<file path="config.mk">
export PLATFORM = sky130hd
export DESIGN_NAME = port_packet_buffer
export DESIGN_NICKNAME = d
export VERILOG_FILES = /design/src/rtl/port_packet_buffer.sv
export SDC_FILE = /design/constraint.sdc
export NUM_CORES = 1
export LEC_CHECK = 0
export CAP_MARGIN = 20
export CORE_MARGIN = 3
export CORE_UTILIZATION = 40
export CTS_CLUSTER_DIAMETER = 80
export DETAILED_ROUTE_END_ITERATION = 10
export PLACE_DENSITY_LB_ADDON = 0.25
export SLEW_MARGIN = 40
export SYNTH_ARGS = -nofsm -noshare
export SYNTH_HDL_FRONTEND = slang
export SYNTH_SLANG_ARGS = --single-unit
</file>
<file path="constraint.sdc">
create_clock -name clk1 -period 3.45 [get_ports clk1]
set_input_delay 0.345 -clock clk1 [delete_from_list [all_inputs] [get_ports clk1]]
set_output_delay 0.345 -clock clk1 [all_outputs]
set_load 0.01 [all_outputs]
</file>
<file path="src/rtl/port_packet_buffer.sv">
// port_packet_buffer: per-output-port packet buffer behind the packet receiver.
// The receiver stages bytes into the current write slot and commits each packet
// with a winc pulse. Committed packets are replayed in arrival order as a
// valid/ready byte stream toward the output port.
//
// Ports:
//   clk1      clock; all state updates on the rising edge
//   rst       asynchronous active-low reset
//   wdata     byte to write into the current write slot
//   waddr     byte offset within the current write slot
//   wen       byte write strobe
//   winc      one-cycle commit pulse that closes the current packet
//   wfull     registered: every slot holds a committed packet
//   data_o    output byte
//   valid_o   data_o is valid
//   ready_i   consumer accepts data_o
//   last_o    data_o is the final byte of its packet
//   drop_cnt  commits rejected while full, saturating at 255
module port_packet_buffer #(
  parameter int unsigned PTR_IN_SZ = 4,
  parameter int unsigned UWIDTH    = 8,
  parameter int unsigned NSLOT     = 2
) (
  input  logic                 clk1,
  input  logic                 rst,
  input  logic [UWIDTH-1:0]    wdata,
  input  logic [PTR_IN_SZ-1:0] waddr,
  input  logic                 wen,
  input  logic                 winc,
  output logic                 wfull,
  output logic [UWIDTH-1:0]    data_o,
  output logic                 valid_o,
  input  logic                 ready_i,
  output logic                 last_o,
  output logic [7:0]           drop_cnt
);

  localparam int unsigned DEPTH = 1 << PTR_IN_SZ;
  localparam int unsigned SW    = $clog2(NSLOT);
  localparam int unsigned LW    = PTR_IN_SZ + 1;
  localparam int unsigned CW    = $clog2(NSLOT + 1);

  typedef enum logic [1:0] {
    IDLE  = 2'd0,
    FETCH = 2'd1,
    SEND  = 2'd2
  } state_t;

  // Packet storage and per-slot bookkeeping
  logic [UWIDTH-1:0]    mem [NSLOT][DEPTH];
  logic [LW-1:0]        len [NSLOT];
  logic [NSLOT-1:0]     full;
  logic [SW-1:0]        wsel;
  logic [SW-1:0]        rsel;
  logic [CW-1:0]        occ;
  logic [PTR_IN_SZ-1:0] rptr;
  state_t               state;

  logic                 rel_c;
  logic                 wr_ok_c;
  logic                 commit_c;
  logic                 drop_c;
  logic                 wr_c;
  logic [SW-1:0]        rsel_nxt_c;
  logic [PTR_IN_SZ-1:0] rptr_nxt_c;
  logic [LW-1:0]        last_idx_c;
  logic [CW-1:0]        occ_nxt_c;

  // Handshake/commit decode shared by the write side and the reader
  always_comb begin
    rel_c      = 1'b0;
    wr_ok_c    = 1'b0;
    commit_c   = 1'b0;
    drop_c     = 1'b0;
    wr_c       = 1'b0;
    rsel_nxt_c = rsel + SW'(1);
    rptr_nxt_c = rptr + PTR_IN_SZ'(1);
    last_idx_c = len[rsel] - LW'(1);
    occ_nxt_c  = occ;

    // Final-byte handshake frees slot rsel this cycle.
    rel_c = (state == SEND) && valid_o && ready_i && last_o;
    // A release in the same cycle frees the slot that a commit would land in
    // (wsel == rsel when every slot is full), so the commit is accepted.
    wr_ok_c  = !wfull || rel_c;
    commit_c = winc && wr_ok_c;
    drop_c   = winc && !wr_ok_c;
    wr_c     = wen && wr_ok_c;

    occ_nxt_c = occ + CW'(commit_c) - CW'(rel_c);
  end

  // Byte storage; contents are don't-care after reset
  always_ff @(posedge clk1) begin
    if (wr_c) begin
      mem[wsel][waddr] <= wdata;
    end
  end

  // Write side: slot occupancy, lengths, write pointer, wfull and drop counter
  always_ff @(posedge clk1 or negedge rst) begin
    if (!rst) begin
      full     <= '0;
      wsel     <= '0;
      occ      <= '0;
      wfull    <= 1'b0;
      drop_cnt <= '0;
      for (int i = 0; i < int'(NSLOT); i++) begin
        len[i] <= '0;
      end
    end else begin
      // Release before commit so a same-slot commit wins.
      if (rel_c) begin
        full[rsel] <= 1'b0;
      end
      if (commit_c) begin
        full[wsel] <= 1'b1;
        len[wsel]  <= {1'b0, waddr} + LW'(1);
        wsel       <= wsel + SW'(1);
      end
      if (drop_c && (drop_cnt != 8'hFF)) begin
        drop_cnt <= drop_cnt + 8'd1;
      end
      occ   <= occ_nxt_c;
      wfull <= (occ_nxt_c == CW'(NSLOT));
    end
  end

  // Read FSM: fetch first byte, then stream with a one-byte prefetch
  always_ff @(posedge clk1 or negedge rst) begin
    if (!rst) begin
      state   <= IDLE;
      rsel    <= '0;
      rptr    <= '0;
      data_o  <= '0;
      valid_o <= 1'b0;
      last_o  <= 1'b0;
    end else begin
      case (state)
        IDLE: begin
          if (full[rsel]) begin
            state <= FETCH;
          end
        end
        FETCH: begin
          rptr    <= '0;
          data_o  <= mem[rsel][0];
          last_o  <= (len[rsel] == LW'(1));
          valid_o <= 1'b1;
          state   <= SEND;
        end
        SEND: begin
          if (valid_o && ready_i) begin
            if (last_o) begin
              valid_o <= 1'b0;
              last_o  <= 1'b0;
              rsel    <= rsel_nxt_c;
              state   <= full[rsel_nxt_c] ? FETCH : IDLE;
            end else begin
              rptr   <= rptr_nxt_c;
              data_o <= mem[rsel][rptr_nxt_c];
              last_o <= ({1'b0, rptr_nxt_c} == last_idx_c);
            end
          end
        end
        default: begin
          state <= IDLE;
        end
      endcase
    end
  end

endmodule

</file>
Word level (Yosys, flattened, before mapping)
Memory sizes are Yosys's and may differ from the RTL's.
Cells that the tools add are included.
Word-level totals
  input bits: 17
  memory bits (writable): 256
  flip-flop bits (word level): 41
  word-level logic and storage cells: 112
  output and inout port bits: 19
  memories kept: 1
Cells by class
  equality and inequality tests: 10
  reductions and logical operators: 22
  bitwise operators: 7
  add/sub/neg operators: 8
  magnitude comparators: 11
  mux-type cells: 40
Memories
  mem: words 2, bits a word 128, rd ports 1, clocked after Yosys merged registers in 0, write ports 1, line 50  | logic [UWIDTH-1:0] mem [NSLOT][DEPTH];
Operators with widths (number)
  $mux W128: 1
  $mux W8: 5
  $bmux W8 S4: 1
  $demux W8 S4: 1
  $mux W5: 4
  $pmux W8 S2: 1
  $logic_and A1 B1 Y1: 12
  $mux W1: 12
  $reduce_and A3 Y1: 4
  $bwmux W10: 1
  $ge A5 B5 Y1 const B: 2
  $mux W2: 5
  $not A4 Y5: 2
  $add A8 B1 Y8 const B: 1
  $mux W4: 2
  $ne A8 B8 Y1 const B: 1
  $pmux W4 S2: 1
  $lt A1 B2 Y1 const B: 3
  $ne A2 B2 Y1 const B: 3
  $pmux W2 S3: 1
  $add A4 B1 Y5 const B: 1
  $demux W5 S1: 1
  $eq A4 B5 Y1: 1
  $eq A5 B1 Y1 const B: 1
  other kinds (23): 31

Longest topological paths before layout
  depth in word-level cells: 9
  gate-level depth with buffers: 11
  gate-level depth less buffers: 11

Worst setup path before layout
Ideal clock, no wire load.
  path type: register to register
  start point: reg state[0]
  end point: mem mem[0][0] (netlist name) (enable)
  buffers on the path: 0
  path slack: 1.120 ns
  cell stages (with the launch flop): 8
  arrival: 1.945 ns
  cells stage by stage: dfrtp_1 -> inv_1 -> ha_1 -> nand4_1 -> nand2_1 -> and2_1 -> nand3_1 -> nor3b_1
Between the ends
  word-level cells in the longest chain between the ends: 8
Ends and longest elaborated chain
  start: declaration: line 57  | state_t state;
  start signal: assignment: line 158  | state <= full[rsel_nxt_c] ? FETCH : IDLE;
  $eq A2 B2 Y1: line 82  | rel_c = (state == SEND) && valid_o && ready_i && last_o;
  $logic_and A1 B1 Y1 (3 in a row): line 82
  $logic_or A1 B1 Y1: line 85  | wr_ok_c = !wfull || rel_c;
  $logic_and A1 B1 Y1: line 88  | wr_c = wen && wr_ok_c;
  $mux W1: line 95  | if (wr_c) begin
  $mux W128 (implied by the code): line 96  | mem[wsel][waddr] <= wdata;
  end: declaration: line 50
No other way between the ends.

Worst setup path in the final report
  start point: reg state[0]
  end point: mem mem[1][21] (netlist name) (enable)
The elaborated chain is that of the path after synthesis.

==> metrics.cfg <==
[power_and_ir_drop]
p_switching_mw = 2.85
clkPwrFrac_pct = 30.4
p_per_area_nw_per_um2 = 722
swShare_pct = 28.3
combPwrFrac_pct = 25.8
ir_drop_v = 0.000389
p_seq_share_pct = 43.9
p_int_mw = 7.21
p_leak_nw = 4.62

[sta]
rsz0062_at_grt = false
setup_tns_ps = 0
fmax_ghz = 0.369
fin_crit_ps = 2710
fin_skew_ps = 14.1
post-route-worst-setup-slack_ps = 742
drv_slew = 0
period_share_pct = 78.5
maxSlewHeadroom_pct = 45.7
hold_viol = 0
tightest_slew_ps = 811
setup_viol = 0
whs_ps = 309

[route]
first_pass_iters = 5
drc_errors = 0
wl_per_cell_um = 23.7
ant_nets = 0
drt_iter0_markers = 635
viasPerCell = 5.54
vias = 6274
wirelength_mm = 26.8

[finish]
final_cell_mix = 256 x edfxtp_1, 70 x mux4_2, 47 x nor2_1, 46 x nand2_1, 39 x dfrtp_1
layout_commonest_cell = edfxtp_1
multi_input_area_um2 = 3250
ff_latch_area_um2 = 8720
drive_above_1_share_pct = 21.7
final_cells = 1132
stdcell_area_um2 = 13900
areaGrowthSynthToFinish_pct = 14.7
antennaDiodeCount = 0
fin_nets = 752
final.fill_count = 2468

[clock_network]
clk_pin_slew_worst_paths_ps = 60
cts-resized-gates = 0
cts-root-buf = clkbuf_16
insertion_delay_ps = 560
cts_hold_buf = 1
cts_sinks = 297
cts_tree = built
numCtsBuffers = 30
htree_levels = 1
postCtsSetupRepairBufs = 0
cts_buffer_depth = 3

[global_route]
grt.overflow.total = 0
grtUsageTotal_pct = 16.6
grt_start_max_net_pins = 42
grt_pass1_wl_mm = 41.3
antenna_found_initial = 2
grt_pass1_vias = 6501

[floorplanning]
die-area_um2 = 32500
die_h_um = 180
core-area_um2 = 29800
start_util_pct = 40.8
die_w_um = 180
ioPinCount = 36
rows = 63

[synthesis]
synth_seq_area_share_pct = 71.7
syn_nets = 693
async_flop_share_pct = 13.8
synth.distinct_cells = 41
syn_inst = 662
synth-seq-cells = 297
synth.cell_area_um2 = 12200
avgSynthCellArea_um2 = 18.4
synth_edf_count = 256
synth_warnings = 0
synth_top_flop_cell = edfxtp_1

[setup_path]
cp-start-kind = register
max_stage_delay_ps = 680
reg2reg_depth = 7
crit_path_cell_trace = inv_1 -> ha_1 -> nand4_1 -> nand2_1 -> and2_1 -> nand2_1 -> nor2_1
end_kind = register
cpMostUsedCell = nand2_1
cp_slowest_cell = nor2_1
path_class = reg2reg
startpoint = state[0]$_DFFE_PN0P_
cp_max_fo = 8
critPathRequiredTime_ps = 3630
r2r-start = state[0]$_DFFE_PN0P_
cp.arrival_ps = 2890

[min_path]
hold_class = in2async

[placement]
place_inst = 1078
gp_congestion = 0.837
post-dp-hpwl_mm = 17.8
placed_area_um2 = 13000
pre_cts_ws_ps = 519
portBuffers = 35

[job]
max_cap_viol_count = 0

[outcome]
status = finished clean

[state kept, by name, summed over array words and instances (netlist names)]
| register | cells |
|---|---|
| data_o | 8 |
| drop_cnt | 8 |
| full | 2 |
| last_o | 1 |
| len | 10 |
| mem | 256 |
| occ | 2 |
| rptr | 4 |
| rsel | 1 |
| state | 2 |
| valid_o | 1 |
| wfull | 1 |
| wsel | 1 |
[layer usage]
metal | wire length [um] | GRT usage [%]
met1 | 11400 | 23.5
met2 | 12700 | 26.5
met3 | 2280 | 4.06
met4 | 408 | 3.56
met5 | 24 | 0
[cell type report]
type | instances | share of cell area (%)
repair buffers | 56 | 3.59
flip-flops and latches | 297 | 62.5
multi-input cells | 324 | 23.3
clock buffers | 38 | 5.67
clock inverters | 15 | 1.08
well taps | 390 | 3.50
inverters | 12 | 0.323
[path summary, 6_finish.rpt]
| check | end | slack (ps) |
|---|---|---|
| max | mem[1][21]$_DFFE_PP_ | 740 |
| min | rptr[2]$_DFFE_PN0P_ | 310 |
| max reg2reg | mem[1][21]$_DFFE_PP_ | 740 |
| min reg2reg | len[4]$_DFFE_PN0P_ | 480 |
| max in group asynchronous | rsel$_DFFE_PN0P_ | 2720 |
| min in group clk1 | mem[1][108]$_DFFE_PP_ | 410 |
[power by group through the flow]
stage / registers [mW] / logic, mW / clock network (mW)
3_5_place_dp: 4.50 / 2.61 / 0
2_1_floorplan: 4.38 / 1.85 / 0
5_1_grt: 4.46 / 2.81 / 3.27
3_3_place_gp: 4.49 / 2.56 / 0
6_report: 4.41 / 2.59 / 3.05
4_1_cts: 4.42 / 2.62 / 3.12
[synth_stat cells, types with 7 or more instances]
| library cell | count | area (um2) |
|---|---|---|
| clkbuf_1 | 14 | 52.6 |
| edfxtp_1 | 256 | 7690 |
| buf_2 | 9 | 45.0 |
| nand3_1 | 17 | 85.1 |
| nand2_1 | 46 | 173 |
| a31oi_1 | 8 | 50.1 |
| mux4_2 | 70 | 1580 |
| mux2_2 | 12 | 135 |
| nor3_1 | 7 | 35.0 |
| o21ai_0 | 16 | 80.1 |
| inv_1 | 12 | 45.0 |
| a21oi_1 | 7 | 35.0 |
| xnor2_1 | 12 | 105 |
| nor2_1 | 47 | 176 |
| ha_1 | 14 | 175 |
| dfrtp_1 | 41 | 1030 |
| mux2i_1 | 25 | 250 |
[metrics by stage]
stage,util (%),power (mW)
6_report,46.8,10.1
2_1_floorplan,-,6.23
3_3_place_gp,43.6,7.04
5_1_grt,46.8,10.5
3_5_place_dp,43.6,7.11
4_1_cts,46.8,10.2
[logic make-up (layout without fill, tap and decap cells)]
family | count (synthesis) | after routing | synth area share [%]
simple gates | 135 | 135 | 4.92
mux | 107 | 107 | 16.1
compound gates | 49 | 49 | 2.66
fa+ha+maj | 14 | 14 | 1.44
buf+inv | 41 | 121 | 1.58
flops | 297 | 297 | 71.7
xor+xnor | 19 | 19 | 1.54
[worst max-delay path, delay by kind of cell (launching register included)]
kind                     cells  cell delay [ps]
adder cells (fa/ha/maj)      1              190
buffers and inverters        1              100
flip-flops                   1              400
AND/OR/NAND/NOR              5             1650
Note: power is estimated with default switching activity, not from simulation.
